$ cat config.mk
export PLATFORM = sky130hd
export DESIGN_NAME = rr_grant_ctrl
export DESIGN_NICKNAME = d
export VERILOG_FILES = /design/src/rtl/rr_grant_ctrl.sv
export SDC_FILE = /design/constraint.sdc
export NUM_CORES = 1
export LEC_CHECK = 0
export ABC_CLOCK_PERIOD_IN_PS = 2100
export CAP_MARGIN = 20
export CORE_ASPECT_RATIO = 0.8
export CORE_MARGIN = 1
export CORE_UTILIZATION = 45
export DETAILED_ROUTE_END_ITERATION = 10
export PLACE_DENSITY = 0.8
export SKIP_CTS_REPAIR_TIMING = 1
export SYNTH_ARGS = -nofsm -noshare
export SYNTH_HDL_FRONTEND = slang
export SYNTH_SLANG_ARGS = --single-unit
$ cat constraint.sdc
create_clock -name clk -period 2.1 [get_ports clk]
set_input_delay 0.42 -clock clk [delete_from_list [all_inputs] [get_ports clk]]
set_output_delay 0.42 -clock clk [all_outputs]
set_load 0.01 [all_outputs]
$ cat src/rtl/rr_grant_ctrl.sv
// Round-robin grant controller for the head of an upstream request queue.
// Holds a one-hot grant until release, timeout or abort, then pops the queue head.
module rr_grant_ctrl #(
    parameter int N        = 4,
    parameter int HOLD_MAX = 15
) (
    input  logic                 clk,
    input  logic                 rst_n,
    input  logic [N-1:0]         req_i,
    input  logic                 req_valid,
    input  logic [N-1:0]         done_i,
    output logic [N-1:0]         gnt_o,
    output logic [$clog2(N)-1:0] gnt_idx,
    output logic                 pop_o,
    output logic                 timeout_o,
    output logic                 busy
);

    localparam int IW = $clog2(N);
    localparam int HW = (HOLD_MAX > 0) ? $clog2(HOLD_MAX + 1) : 1;
    localparam logic [HW-1:0] HOLD_LAST = (HOLD_MAX > 0) ? HW'(HOLD_MAX - 1) : {HW{1'b0}};
    localparam logic [IW-1:0] IDX_LAST  = IW'(N - 1);

    typedef enum logic [1:0] {
        IDLE  = 2'd0,
        GRANT = 2'd1,
        POP   = 2'd2
    } state_t;

    state_t          state_r;
    logic [IW-1:0]   ptr_r;
    logic [HW-1:0]   hold_r;
    logic [N-1:0]    gnt_r;
    logic [IW-1:0]   gnt_idx_r;
    logic            pop_r;
    logic            timeout_r;
    logic            busy_r;

    logic [IW-1:0]   pick_s;
    logic [N-1:0]    pick_onehot_s;
    logic            release_s;
    logic            abort_s;
    logic            expire_s;
    logic [HW-1:0]   hold_inc_s;
    logic [IW-1:0]   ptr_next_s;

    // Round-robin pick: scan from the farthest offset back to ptr so the nearest set bit wins.
    always_comb begin
        logic [IW-1:0] cand;
        cand   = ptr_r;
        pick_s = ptr_r;
        for (int off = N - 1; off >= 0; off--) begin
            cand   = IW'((int'(ptr_r) + off) % N);
            pick_s = req_i[cand] ? cand : pick_s;
        end
    end

    // Release/abort/timeout qualifiers and saturating counter/pointer arithmetic.
    always_comb begin
        pick_onehot_s = {{(N-1){1'b0}}, 1'b1} << pick_s;
        release_s     = done_i[gnt_idx_r];
        abort_s       = !req_valid || (req_i == {N{1'b0}});
        expire_s      = (HOLD_MAX > 0) && (hold_r == HOLD_LAST);
        hold_inc_s    = (hold_r == {HW{1'b1}}) ? hold_r : hold_r + HW'(1);
        ptr_next_s    = (gnt_idx_r == IDX_LAST) ? {IW{1'b0}} : gnt_idx_r + IW'(1);
    end

    // Controller FSM with all outputs registered alongside the state.
    always_ff @(posedge clk or negedge rst_n) begin
        if (!rst_n) begin
            state_r   <= IDLE;
            ptr_r     <= {IW{1'b0}};
            hold_r    <= {HW{1'b0}};
            gnt_r     <= {N{1'b0}};
            gnt_idx_r <= {IW{1'b0}};
            pop_r     <= 1'b0;
            timeout_r <= 1'b0;
            busy_r    <= 1'b0;
        end else begin
            case (state_r)
                IDLE: begin
                    pop_r     <= 1'b0;
                    timeout_r <= 1'b0;
                    hold_r    <= {HW{1'b0}};
                    if (req_valid && (req_i != {N{1'b0}})) begin
                        gnt_r     <= pick_onehot_s;
                        gnt_idx_r <= pick_s;
                        busy_r    <= 1'b1;
                        state_r   <= GRANT;
                    end else begin
                        gnt_r     <= {N{1'b0}};
                        busy_r    <= 1'b0;
                        state_r   <= IDLE;
                    end
                end
                GRANT: begin
                    // Abort outranks release, and release outranks timeout.
                    if (abort_s) begin
                        gnt_r     <= {N{1'b0}};
                        pop_r     <= 1'b0;
                        timeout_r <= 1'b0;
                        busy_r    <= 1'b0;
                        state_r   <= IDLE;
                    end else if (release_s) begin
                        gnt_r     <= {N{1'b0}};
                        pop_r     <= 1'b1;
                        timeout_r <= 1'b0;
                        state_r   <= POP;
                    end else if (expire_s) begin
                        gnt_r     <= {N{1'b0}};
                        hold_r    <= hold_inc_s;
                        pop_r     <= 1'b1;
                        timeout_r <= 1'b1;
                        state_r   <= POP;
                    end else begin
                        hold_r    <= hold_inc_s;
                        pop_r     <= 1'b0;
                        timeout_r <= 1'b0;
                        state_r   <= GRANT;
                    end
                end
                POP: begin
                    ptr_r     <= ptr_next_s;
                    gnt_r     <= {N{1'b0}};
                    pop_r     <= 1'b0;
                    timeout_r <= 1'b0;
                    busy_r    <= 1'b0;
                    state_r   <= IDLE;
                end
                default: begin
                    gnt_r     <= {N{1'b0}};
                    pop_r     <= 1'b0;
                    timeout_r <= 1'b0;
                    busy_r    <= 1'b0;
                    state_r   <= IDLE;
                end
            endcase
        end
    end

    assign gnt_o     = gnt_r;
    assign gnt_idx   = gnt_idx_r;
    assign pop_o     = pop_r;
    assign timeout_o = timeout_r;
    assign busy      = busy_r;

endmodule

# [After elaboration in Yosys (flattened, before gate mapping)]
# Cells that the tools add are included.
[totals] reg_bits=17 inputBits=11 out_inout_bits=9
[op_classes] n_addsub=5 order_cmp=5 n_eq_ne=10 shift=1 n_mux=39 reduce_logical=9
[ops] op="4-bit 2-to-1 mux" count=7
[ops] op="2-bit 2-to-1 mux" count=8
[ops] op="4-bit case mux with 2 select lines" count=2
[ops] op="2-bit by 3-bit < comparator with 1-bit output (second input constant)" count=5
[ops] op="1-bit 2-to-1 mux" count=15
[ops] op="1-bit binary-select mux with 2-bit select" count=5
[ops] op="4-bit == test (second input constant)" count=2
[ops] op="2-bit != test (second input constant)" count=4
[ops] op="2-bit by 1-bit adder with 2-bit output (second input constant)" count=2
[ops] op="2-bit adder (second input constant)" count=2
[ops] op="4-bit by 1-bit adder with 4-bit output (second input constant)" count=1
[ops] op="2-bit == test (second input constant)" count=2
[ops] op="4-bit logical NOT" count=1
[ops] op="4-bit != test (second input constant)" count=1
[ops] op="2-bit case mux with 2 select lines" count=1
[ops] op="4-bit AND reduction" count=1
[ops] op="4-bit nonzero test" count=1
[ops] op="1-bit by 2-bit left shift with 4-bit output (first input constant)" count=1
[ops] op="2-bit by 1-bit == test with 1-bit output (second input constant)" count=1
[ops] op="2-bit logical NOT" count=1
[ops] op="1-bit case mux with 2 select lines" count=1
[ops] op="2-bit AND reduction" count=1
[ops] op="2-bit nonzero test" count=1
[ops] op="1-bit logical AND" count=1
[ops] op="other kinds (2)" count=2

# [Depth between registers and ports, before layout]
# Gate-level depths: netlist of run 1.
[depth] ltp_word=10 mapped_depth=6 ltp_nobuf=6

# [Least setup slack after synthesis of run 1]
# Ideal clock, no wire load.
[synth_timing] path_kind="register to register" from="reg gnt_idx_r[0], in the netlist gnt_idx[0]" to="reg hold_r[2]" setup_time_ps=123 arrival_time_ps=1512 required_time_ps=1977 setup_slack_ps=465 path_stages_with_launch=5 n_path_buf=0 synth_period_minus_slack_ps=1635 cell_sequence="dfrtp_1 -> mux4_2 -> nor4b_2 -> xnor2_1 -> nor2_1"
[synth_via] elab_chain_cells=4
[synth_rtl] element="start, declared" line="34" source="logic [IW-1:0] gnt_idx_r;"
[synth_rtl] element="start signal, assigned" line="75" source="gnt_idx_r <= {IW{1'b0}};"
[synth_rtl] element="start signal, assigned" line="87" source="gnt_idx_r <= pick_s;"
[synth_rtl] element="1-bit binary-select mux with 2-bit select" line="61" source="release_s = done_i[gnt_idx_r];"
[synth_rtl] element="1-bit 2-to-1 mux (not written as such)" line="61"
[synth_rtl] element="2-bit != test (no source line)"
[synth_rtl] element="4-bit AND reduction (no source line)"
[synth_rtl] element="end signal, assigned" line="73" source="hold_r <= {HW{1'b0}};"
[synth_rtl] element="end signal, assigned" line="84" source="hold_r <= {HW{1'b0}};"
[synth_rtl] element="end signal, assigned" line="111" source="hold_r <= hold_inc_s;"
[synth_rtl] element="end, declared" line="32" source="logic [HW-1:0] hold_r;"
# Every way passes these cells. The select of a mux whose other input is x is not followed.
# A chain may end at the register's enable or synchronous reset.

# [Worst setup path after layout of run 1]
[layout_timing] from="reg pop_r, in the netlist pop_o" to="out pop_o"
[layout_lines] element="start, declared" line="35" source="logic pop_r;"
[layout_lines] element="start signal, assigned" line="76" source="pop_r <= 1'b0;"
[layout_lines] element="start signal, assigned" line="82" source="pop_r <= 1'b0;"
[layout_lines] element="start signal, assigned" line="100" source="pop_r <= 1'b0;"
[layout_lines] element="end, declared" line="14" source="output logic pop_o,"
# No word-level cell between the ends.

==> results of run 1 <==
[placed cells by master (no fill, tap or decap), types with 2 or more instances in the layout]
master and instances:
nand2b_1 2, o32ai_1 2, nand2_1 8, buf_4 5, dfrtp_1 16, o211ai_1 2, nor2b_1 4, nor2_1 6
nand3_1 3, clkdlybuf4s50_1 19, ha_1 3, clkbuf_4 3, inv_1 7, o22ai_1 4, mux2_2 3, nor3_1 5
[where the power goes]
group / switching [W] / internal, W / leakage (nW) / total, W
clock: 0.0000965 / 0.000106 / 0.0210 / 0.000202
sequential: 0.000110 / 0.000382 / 0.212 / 0.000492
combinational: 0.000212 / 0.000247 / 0.267 / 0.000460
[final cells by class]
cell class	instances	area, sq um	share of cell area (%)
tap	22	27.5	2.35
inverter	7	26.3	2.24
multi-input combinational	61	453	38.7
timing repair buffer	24	228	19.4
sequential	16	400	34.2
clock buffer	4	36.3	3.10
[logic make-up (layout without fill, tap and decap cells)]
logic type / Yosys count / count (layout) / share of synthesized area (%)
compound gates: 20 / 20 / 19.7
xor+xnor: 1 / 1 / 0.992
fa+ha+maj: 3 / 3 / 4.25
buf+inv: 8 / 35 / 3.40
flops: 16 / 16 / 45.3
mux: 4 / 4 / 6.37
simple gates: 33 / 33 / 20.0
[per-stage QoR]
step           total power [W]  std cells  instance area (sq um)
2_1_floorplan         0.000749         85                    883
3_3_place_gp          0.000930        130                   1130
3_5_place_dp          0.000953        130                   1130
4_1_cts                0.00116        134                   1170
5_1_grt                0.00123        134                   1170
6_report               0.00115        134                   1170
[registers in the layout (all words and copies together), names as in the netlist]
register and cells:
hold_r 4, gnt_o 4, busy 1, state_r 1
pop_o 1, ptr_r 2, timeout_o 1, gnt_idx 2
[layer usage]
metal	share of wire, %	vias up	GRT usage, %
met5	0	-	0
li1	-	373	-
met3	5.5	4	6.96
met2	48	27	31.7
met4	1.3	0	6.49
met1	45	393	27.8
[final timing paths]
path	startpoint	endpoint
setup / recovery	pop_o	pop_o
hold / removal	rst_n	timeout_o
setup reg to reg	gnt_idx[0]	gnt_o[2]
hold reg to reg	gnt_o[0]	gnt_o[0]
max in group asynchronous	rst_n	hold_r[0]
min in group clk	gnt_o[0]	gnt_o[0]
==> flow_summary.ini, run 1 <==
[critical_path]
crit_type = flop to output port
cp-end-kind = output port
crit_fanout = 8
reg2reg_setup_slack_ns = 0.37
critical-path-max-stage-delay_ns = 0.59
worstPathCellList = clkdlybuf4s50_1
worst_path_max_delay_cell = clkdlybuf4s50_1
r2r.worst_path.cells = 4
critPathLaunchType = flop
worstPathArrival_ns = 1.40
cp_num_cells = 1
crit_family = buffers and inverters
cp.required_ns = 1.68
worst-path-buf-inv = 1

[logic_synthesis]
synth_area_per_cell_sq_um = 10.4
ys_ff_latch = 16
synth.most_common_cell = dfrtp_1
synth_edf_count = 0
synth_area_leaders = dfrtp_1 45%, ha_1 4.2%, mux2_2 3.8%
ys_async_sr_fraction_pct = 100
netlist_area_sq_um = 883
synth.distinct_cells = 33
yosys_warnings = 0
yosysTopAreaCell = dfrtp_1
ys_seq_area_share_pct = 45.3
synth.net_count = 99
synth_cells = 85
synth_top_area_share_pct = 45.3
ys_top_cells_by_count = 16 x dfrtp_1, 8 x nand2_1, 7 x inv_1, 6 x nor2_1, 5 x nor3_1
synth_ff_type = dfrtp_1

[cts]
cts_max_path_buffers = 2
clock_latency_ns = 0.29
numCtsBuffers = 3
cts_tree = done
clock-root-buffer = clkbuf_4
clock-sinks = 16
htree_levels = 1
clk_pin_slew_ns = 0.09

[power]
ir_drop_mv = 0.728
powerDensity_nw_per_um2 = 985
p_leak_nw = 0.500

[flow_run]
max_cap_viol_count = 0

[placed_design]
port_buffers = 19
place_congestion = 0.773
dpl.hpwl_um = 1530
post-place-ws_ns = 0.00979

[timing]
min_period_over_period_pct = 86.6
setup_viol = 0
hold_violations = 0
relSlewSlack_pct = 77.2
drv_slew = 0
setup_tns_ns = 0
finalCriticalPeriod_ns = 1.82
timing.fmax_ghz = 0.550
skew_ns = 0.00250
worst_hold_slack_ns = 0.434
worst_slack_ns = 0.282
grt_setup_unrepaired = false
worst_slew_pin_slew_ns = 0.339

[cells_and_area]
layout-drive-gt1-share_pct = 13.4
antenna_cells = 0
fillers = 150
fin_util_pct = 67.9
area_delta_synth_final_pct = 32.6
layout.nets = 127

[die]
dieArea_sq_um = 2150
dieHeight_um = 41.6
start_util_pct = 51.2
io_pins = 20
num_rows = 13
core_area_sq_um = 1720
die_w_um = 51.5

[global_routing]
first_global_vias = 701
gr-total-overflow = 0
grt_antenna_before_repair = 0
grt_pass1_wl_um = 3220
grtUsageTotal_pct = 20.8
grt_max_degree = 17

[route]
wire_per_inst_um = 14.7
final_antenna_net_count = 0
drt_drc_violations_left = 0
viasPerCell = 5.95
vias = 797
drtIter0Drc = 16
drt-total-wl_um = 1970
firstDrtPassIters = 4

[min_path]
min_path_type = input port to async pin

[outcome]
status = finished clean
No activity file was read; power rests on OpenSTA's default activity.
==> run 2: changes to the inputs <==
Settings changed: SLEW_MARGIN from default to 20.
==> results of run 2 <==
Final layout, timing and power as in run 1 (identical DEF).
